## config.mk

```make
export PLATFORM = sky130hd
export DESIGN_NAME = counter_updown_mod_flat
export DESIGN_NICKNAME = d
export VERILOG_FILES = /design/src/rtl/counter_updown_mod_if.sv /design/src/rtl/counter_updown_mod.sv /design/src/flat_wrapper.sv
export SDC_FILE = /design/constraint.sdc
export NUM_CORES = 1
export LEC_CHECK = 0
export ABC_CLOCK_PERIOD_IN_PS = 9750
export CAP_MARGIN = 20
export CORE_ASPECT_RATIO = 0.9
export CORE_MARGIN = 2
export CORE_UTILIZATION = 55
export DETAILED_ROUTE_END_ITERATION = 10
export MAX_ROUTING_LAYER = met4
export PLACE_DENSITY = 0.93
export SLEW_MARGIN = 40
export SYNTH_ARGS = -nofsm -noshare
export SYNTH_HDL_FRONTEND = slang
export SYNTH_SLANG_ARGS = --single-unit
export TNS_END_PERCENT = 20
```

## constraint.sdc

```tcl
create_clock -name clk -period 9.75 [get_ports clk]
set_clock_uncertainty 0.2 [all_clocks]
set_input_delay 1.4625 -clock clk [delete_from_list [all_inputs] [get_ports clk]]
set_output_delay 1.4625 -clock clk [all_outputs]
set_load 0.02 [all_outputs]
```

## src/rtl/counter_updown_mod_if.sv

```systemverilog
// Control/status bundle for counter_updown_mod: the owner drives the controls,
// the counter returns its registered count, terminal pulse and one-shot flag.
interface counter_updown_mod_if #(
  parameter int DW = 8,
  parameter int PW = 4
);
  logic          ena;
  logic          dir;
  logic          load;
  logic [DW-1:0] load_val;
  logic [DW-1:0] limit;
  logic [1:0]    mode;
  logic [PW-1:0] prescale;
  logic [DW-1:0] result;
  logic          tc;
  logic          done;

  modport master (
    output ena, dir, load, load_val, limit, mode, prescale,
    input  result, tc, done
  );

  modport slave (
    input  ena, dir, load, load_val, limit, mode, prescale,
    output result, tc, done
  );
endinterface

```

## src/rtl/counter_updown_mod.sv

```systemverilog
// Up/down counter with programmable limit, parallel load, wrap/saturate/one-shot
// modes, an enable prescaler and a registered terminal-count pulse.
module counter_updown_mod #(
  parameter int DW   = 8,
  parameter int INIT = 7,
  parameter int PW   = 4
) (
  input  logic clk,
  input  logic reset,
  counter_updown_mod_if.slave bus
);

  typedef enum logic [1:0] {
    M_WRAP  = 2'b00,
    M_SAT   = 2'b01,
    M_ONE   = 2'b10,
    M_WRAP3 = 2'b11
  } mode_e;

  mode_e         mode_v;
  logic [DW-1:0] res_q, res_d, stepv, term;
  logic [PW-1:0] pc_q, pc_d;
  logic          tc_q, tc_d, done_q, done_d;
  logic          tick, wrap_m;

  assign mode_v = mode_e'(bus.mode);

  always_comb begin
    tick   = bus.ena & (pc_q == bus.prescale);
    term   = bus.dir ? bus.limit : '0;
    wrap_m = (mode_v == M_WRAP) || (mode_v == M_WRAP3);
    // ">= limit" also catches counts left above a freshly lowered limit
    if (bus.dir)
      stepv = (res_q >= bus.limit) ? (wrap_m ? '0 : bus.limit) : res_q + DW'(1);
    else
      stepv = (res_q == '0) ? (wrap_m ? bus.limit : '0) : res_q - DW'(1);

    res_d  = res_q;
    pc_d   = pc_q;
    tc_d   = 1'b0;
    done_d = done_q;
    if (bus.load) begin
      res_d  = bus.load_val;
      pc_d   = '0;
      done_d = 1'b0;
    end else if (bus.ena) begin
      pc_d = tick ? '0 : pc_q + PW'(1);
      if (tick && !done_q) begin
        res_d = stepv;
        tc_d  = (stepv != res_q) && (stepv == term);
        if (mode_v == M_ONE && stepv == term) done_d = 1'b1;
      end
    end
  end

  always_ff @(posedge clk) begin
    if (!reset) begin
      res_q  <= DW'(INIT);
      pc_q   <= '0;
      tc_q   <= 1'b0;
      done_q <= 1'b0;
    end else begin
      res_q  <= res_d;
      pc_q   <= pc_d;
      tc_q   <= tc_d;
      done_q <= done_d;
    end
  end

  assign bus.result = res_q;
  assign bus.tc     = tc_q;
  assign bus.done   = done_q;

endmodule

```

## src/flat_wrapper.sv

```systemverilog
// flat-port wrapper written by rule: the top's interface ports become plain ports
module counter_updown_mod_flat 
#(
  parameter int DW   = 8,
  parameter int INIT = 7,
  parameter int PW   = 4
)
  (clk, reset, bus_ena, bus_dir, bus_load, bus_load_val, bus_limit, bus_mode, bus_prescale, bus_result, bus_tc, bus_done);
  counter_updown_mod_if #(.DW(DW), .PW(PW)) bus_i ();
  input  logic clk;
  input  logic reset;
  input wire logic [$bits(bus_i.ena)-1:0] bus_ena;
  input wire logic [$bits(bus_i.dir)-1:0] bus_dir;
  input wire logic [$bits(bus_i.load)-1:0] bus_load;
  input wire logic [$bits(bus_i.load_val)-1:0] bus_load_val;
  input wire logic [$bits(bus_i.limit)-1:0] bus_limit;
  input wire logic [$bits(bus_i.mode)-1:0] bus_mode;
  input wire logic [$bits(bus_i.prescale)-1:0] bus_prescale;
  output wire logic [$bits(bus_i.result)-1:0] bus_result;
  output wire logic [$bits(bus_i.tc)-1:0] bus_tc;
  output wire logic [$bits(bus_i.done)-1:0] bus_done;
  assign bus_i.ena = bus_ena;
  assign bus_i.dir = bus_dir;
  assign bus_i.load = bus_load;
  assign bus_i.load_val = bus_load_val;
  assign bus_i.limit = bus_limit;
  assign bus_i.mode = bus_mode;
  assign bus_i.prescale = bus_prescale;
  assign bus_result = bus_i.result;
  assign bus_tc = bus_i.tc;
  assign bus_done = bus_i.done;
  counter_updown_mod #(.DW(DW), .INIT(INIT), .PW(PW)) u_core (.clk(clk), .reset(reset), .bus(bus_i));
endmodule
```

==> results.json <==
{
  "max_stage_delay_ps": 650,
  "dp_hpwl_mm": 5.28,
  "internal-power_mw": 0.132,
  "clk_path_buf_depth": 2,
  "yosys_warnings": 0,
  "cts_buffers": 3,
  "finalSetupTns_ps": 0,
  "antenna_cells": 0,
  "clkPwrFrac_pct": 21.3,
  "setup_viol": 0,
  "synth-main-ff-cell": "dfxtp_1",
  "ios": 37,
  "timing.fmax_mhz": 216,
  "setup_ws_ps": 5120,
  "clkLatencyLatePin_ps": 250,
  "hp-start": "u_core.pc_q[1]$_SDFFE_PP0P_",
  "grt_remaining_overflow": 0,
  "power_switching_mw": 0.0920,
  "critPathCaptureType": "flip-flop",
  "layout_commonest_cell": "clkdlybuf4s50_1",
  "cts_tree": "done",
  "worstSetupStartpointType": "input port",
  "avgViaCountPerCell": 6.79,
  "grt_max_degree": 33,
  "die_h_um": 62.0,
  "die_w_um": 68.5,
  "worst_ep_required_time_ps": 9690,
  "ctsHoldBuffers": 0,
  "layout_min_cycle_time_ps": 4630,
  "drive_gt1_share_pct": 4.75,
  "synth-seq-cells": 14,
  "worst_slew_pin_slew_ps": 719,
  "cts_resized": 0,
  "nets": 358,
  "ys_seq_area_share_pct": 13.6,
  "cts.clk_slew.worst_paths_ps": 60,
  "grt.total_usage_pct": 36.0,
  "drc": 0,
  "pre_cts_slack_ps": 5010,
  "syn_nets": 336,
  "dr.pass1.iters": 6,
  "grt_pass1_wl_mm": 11.0,
  "r2r_setup_slack_ps": 6010,
  "synth_area_um2": 2060,
  "antenna_left": 0,
  "io_buffer_count": 36,
  "cts_setup_buffers": 0,
  "avgSynthCellArea_um2": 6.95,
  "p_seq_share_pct": 31.3,
  "cp_max_fo": 11,
  "wire_per_inst_um": 19.2,
  "rows": 21,
  "area_growth_pct": 18.3,
  "path_cells": "clkdlybuf4s50_1, inv_1, ha_1, o21ai_0, nand2b_1, a311o_1, nand2_1, o31ai_1, o211ai_1, nand4b_1, o2111a_1",
  "vias": 2459,
  "finalPower_mw": 0.224,
  "async_flop_share_pct": 0,
  "fin_crit_sh_pct": 47.5,
  "yosysUniqueCellTypes": 69,
  "fin_hold_ws_ps": 320,
  "finalMaxSlewViolations": 0,
  "crit_start": "bus_limit[2]",
  "antenna_found_initial": 0,
  "power_density_nw_per_um2": 92.2,
  "synth-edff-count": 0,
  "dieArea_um2": 4250,
  "p_leak_nw": 0.927,
  "gp_congestion": 1.02,
  "grt_pass1_vias": 2128,
  "synthCells": 296,
  "core_region_area_um2": 3650,
  "rsz0062_at_grt": "false",
  "cap_violations": 0,
  "run_status": "finished, final reports clean",
  "hold_viol": 0,
  "cts_sinks": 14,
  "root_buffer": "clkbuf_8",
  "most-common-layout-cells": "clkdlybuf4s50_1, nand2_1, a21oi_1, nor2_1, o21ai_0",
  "drt_iter0_drc": 347,
  "cts-htree-levels": 1,
  "r2r_start": "u_core.bus.result[0]$_SDFFE_PN1P_",
  "crit_type": "in2reg",
  "slew_headroom_pct": 52.0,
  "cp_slowest_cell": "clkdlybuf4s50_1",
  "initial_core_util_pct": 56.4,
  "swShare_pct": 41.0,
  "ir_drop_uv": 53.6,
  "cp.arrival_ps": 4570,
  "p_comb_share_pct": 47.4,
  "totalWireLength_mm": 6.96,
  "holdCritPathClass": "reg2reg"
}
==> through the flow <==
| stage | std cells | util, % | area (µm²) |
|---|---|---|---|
| 2_1_floorplan | 296 | - | 2060 |
| 3_3_place_gp | 359 | 65.5 | 2390 |
| 3_5_place_dp | 359 | 65.5 | 2390 |
| 4_1_cts | 362 | 66.7 | 2430 |
| 5_1_grt | 362 | 66.7 | 2430 |
| 6_report | 362 | 66.7 | 2430 |
==> power by group through the flow <==
stage | clock, mW | combinational, mW | sequential, mW
final | 0.0479 | 0.106 | 0.0702
after floorplan | 0 | 0.0719 | 0.0671
after global routing | 0.0519 | 0.116 | 0.0706
after global placement | 0 | 0.102 | 0.0707
after CTS | 0.0486 | 0.103 | 0.0696
after detailed placement | 0 | 0.103 | 0.0709
==> layout make-up <==
cell class                      count  area (µm²)
Inverter                           19        71.3
Timing Repair Buffer               37         368
Multi-Input combinational cell    243        1620
Tap cell                           46        57.6
Fill cell                         329        1220
Sequential cell                    14         280
Clock buffer                        3        41.3
==> registers in the layout (all words and copies together) (netlist names) <==
name and flops:
u_core.bus.done 1, u_core.bus.result 8, u_core.bus.tc 1, u_core.pc_q 4
==> cells by family (layout without fill, tap and decap cells) <==
logic type	Yosys count	after routing	share of synthesized area, %
fa+ha+maj	13	13	7.90
buf+inv	39	59	7.84
xor+xnor	19	19	8.09
mux	3	3	1.52
simple gates	104	104	25.8
compound gates	104	104	35.2
flops	14	14	13.6
==> per-layer routing <==
metal	global-route usage, %	wire (µm)	vias to the layer above
met5	-	0	-
met4	10.6	180	0
met3	7.57	807	21
met2	50.1	2930	179
met1	51.7	3040	1118
li1	-	-	1141
==> worst max-delay path: cells and delay by family <==
family,cells,cell delay (ps)
fa+ha+maj,1,290
buf+inv,2,780
compound gates,5,1300
simple gates,3,730
==> Yosys cell counts (2+ instances only) <==
master | count | area, µm²
nand2_1 | 30 | 113
a21oi_1 | 23 | 115
nor2_1 | 23 | 86.3
o21ai_0 | 23 | 115
inv_1 | 18 | 67.6
dfxtp_1 | 14 | 280
ha_1 | 13 | 163
clkbuf_1 | 12 | 45.0
nand3_1 | 12 | 60.1
xnor2_1 | 11 | 96.3
nor3_1 | 9 | 45.0
xor2_1 | 8 | 70.1
a211oi_1 | 5 | 37.5
a31oi_1 | 5 | 31.3
nand2b_1 | 5 | 31.3
o211ai_1 | 5 | 37.5
and2_1 | 4 | 25.0
o31ai_1 | 4 | 30.0
or3_1 | 4 | 25.0
a32oi_1 | 3 | 26.3
buf_1 | 3 | 11.3
buf_2 | 3 | 15.0
a2111oi_0 | 2 | 17.5
a221oi_1 | 2 | 17.5
a22oi_1 | 2 | 15.0
a311o_1 | 2 | 20.0
mux2i_1 | 2 | 20.0
nand4_1 | 2 | 12.5
nand4b_1 | 2 | 17.5
nor3b_1 | 2 | 15.0
o21ai_1 | 2 | 10.0
o221ai_1 | 2 | 17.5
o311ai_1 | 2 | 17.5
o32ai_1 | 2 | 17.5
==> worst paths after layout <==
check,to,cells after the start
max reg2reg,u_core.bus.tc$_SDFF_PP0_,10
min reg2reg,u_core.pc_q[1]$_SDFFE_PP0P_,2
max,u_core.bus.tc$_SDFF_PP0_,11
min,u_core.pc_q[1]$_SDFFE_PP0P_,2
No activity file was read; power rests on OpenSTA's default activity.
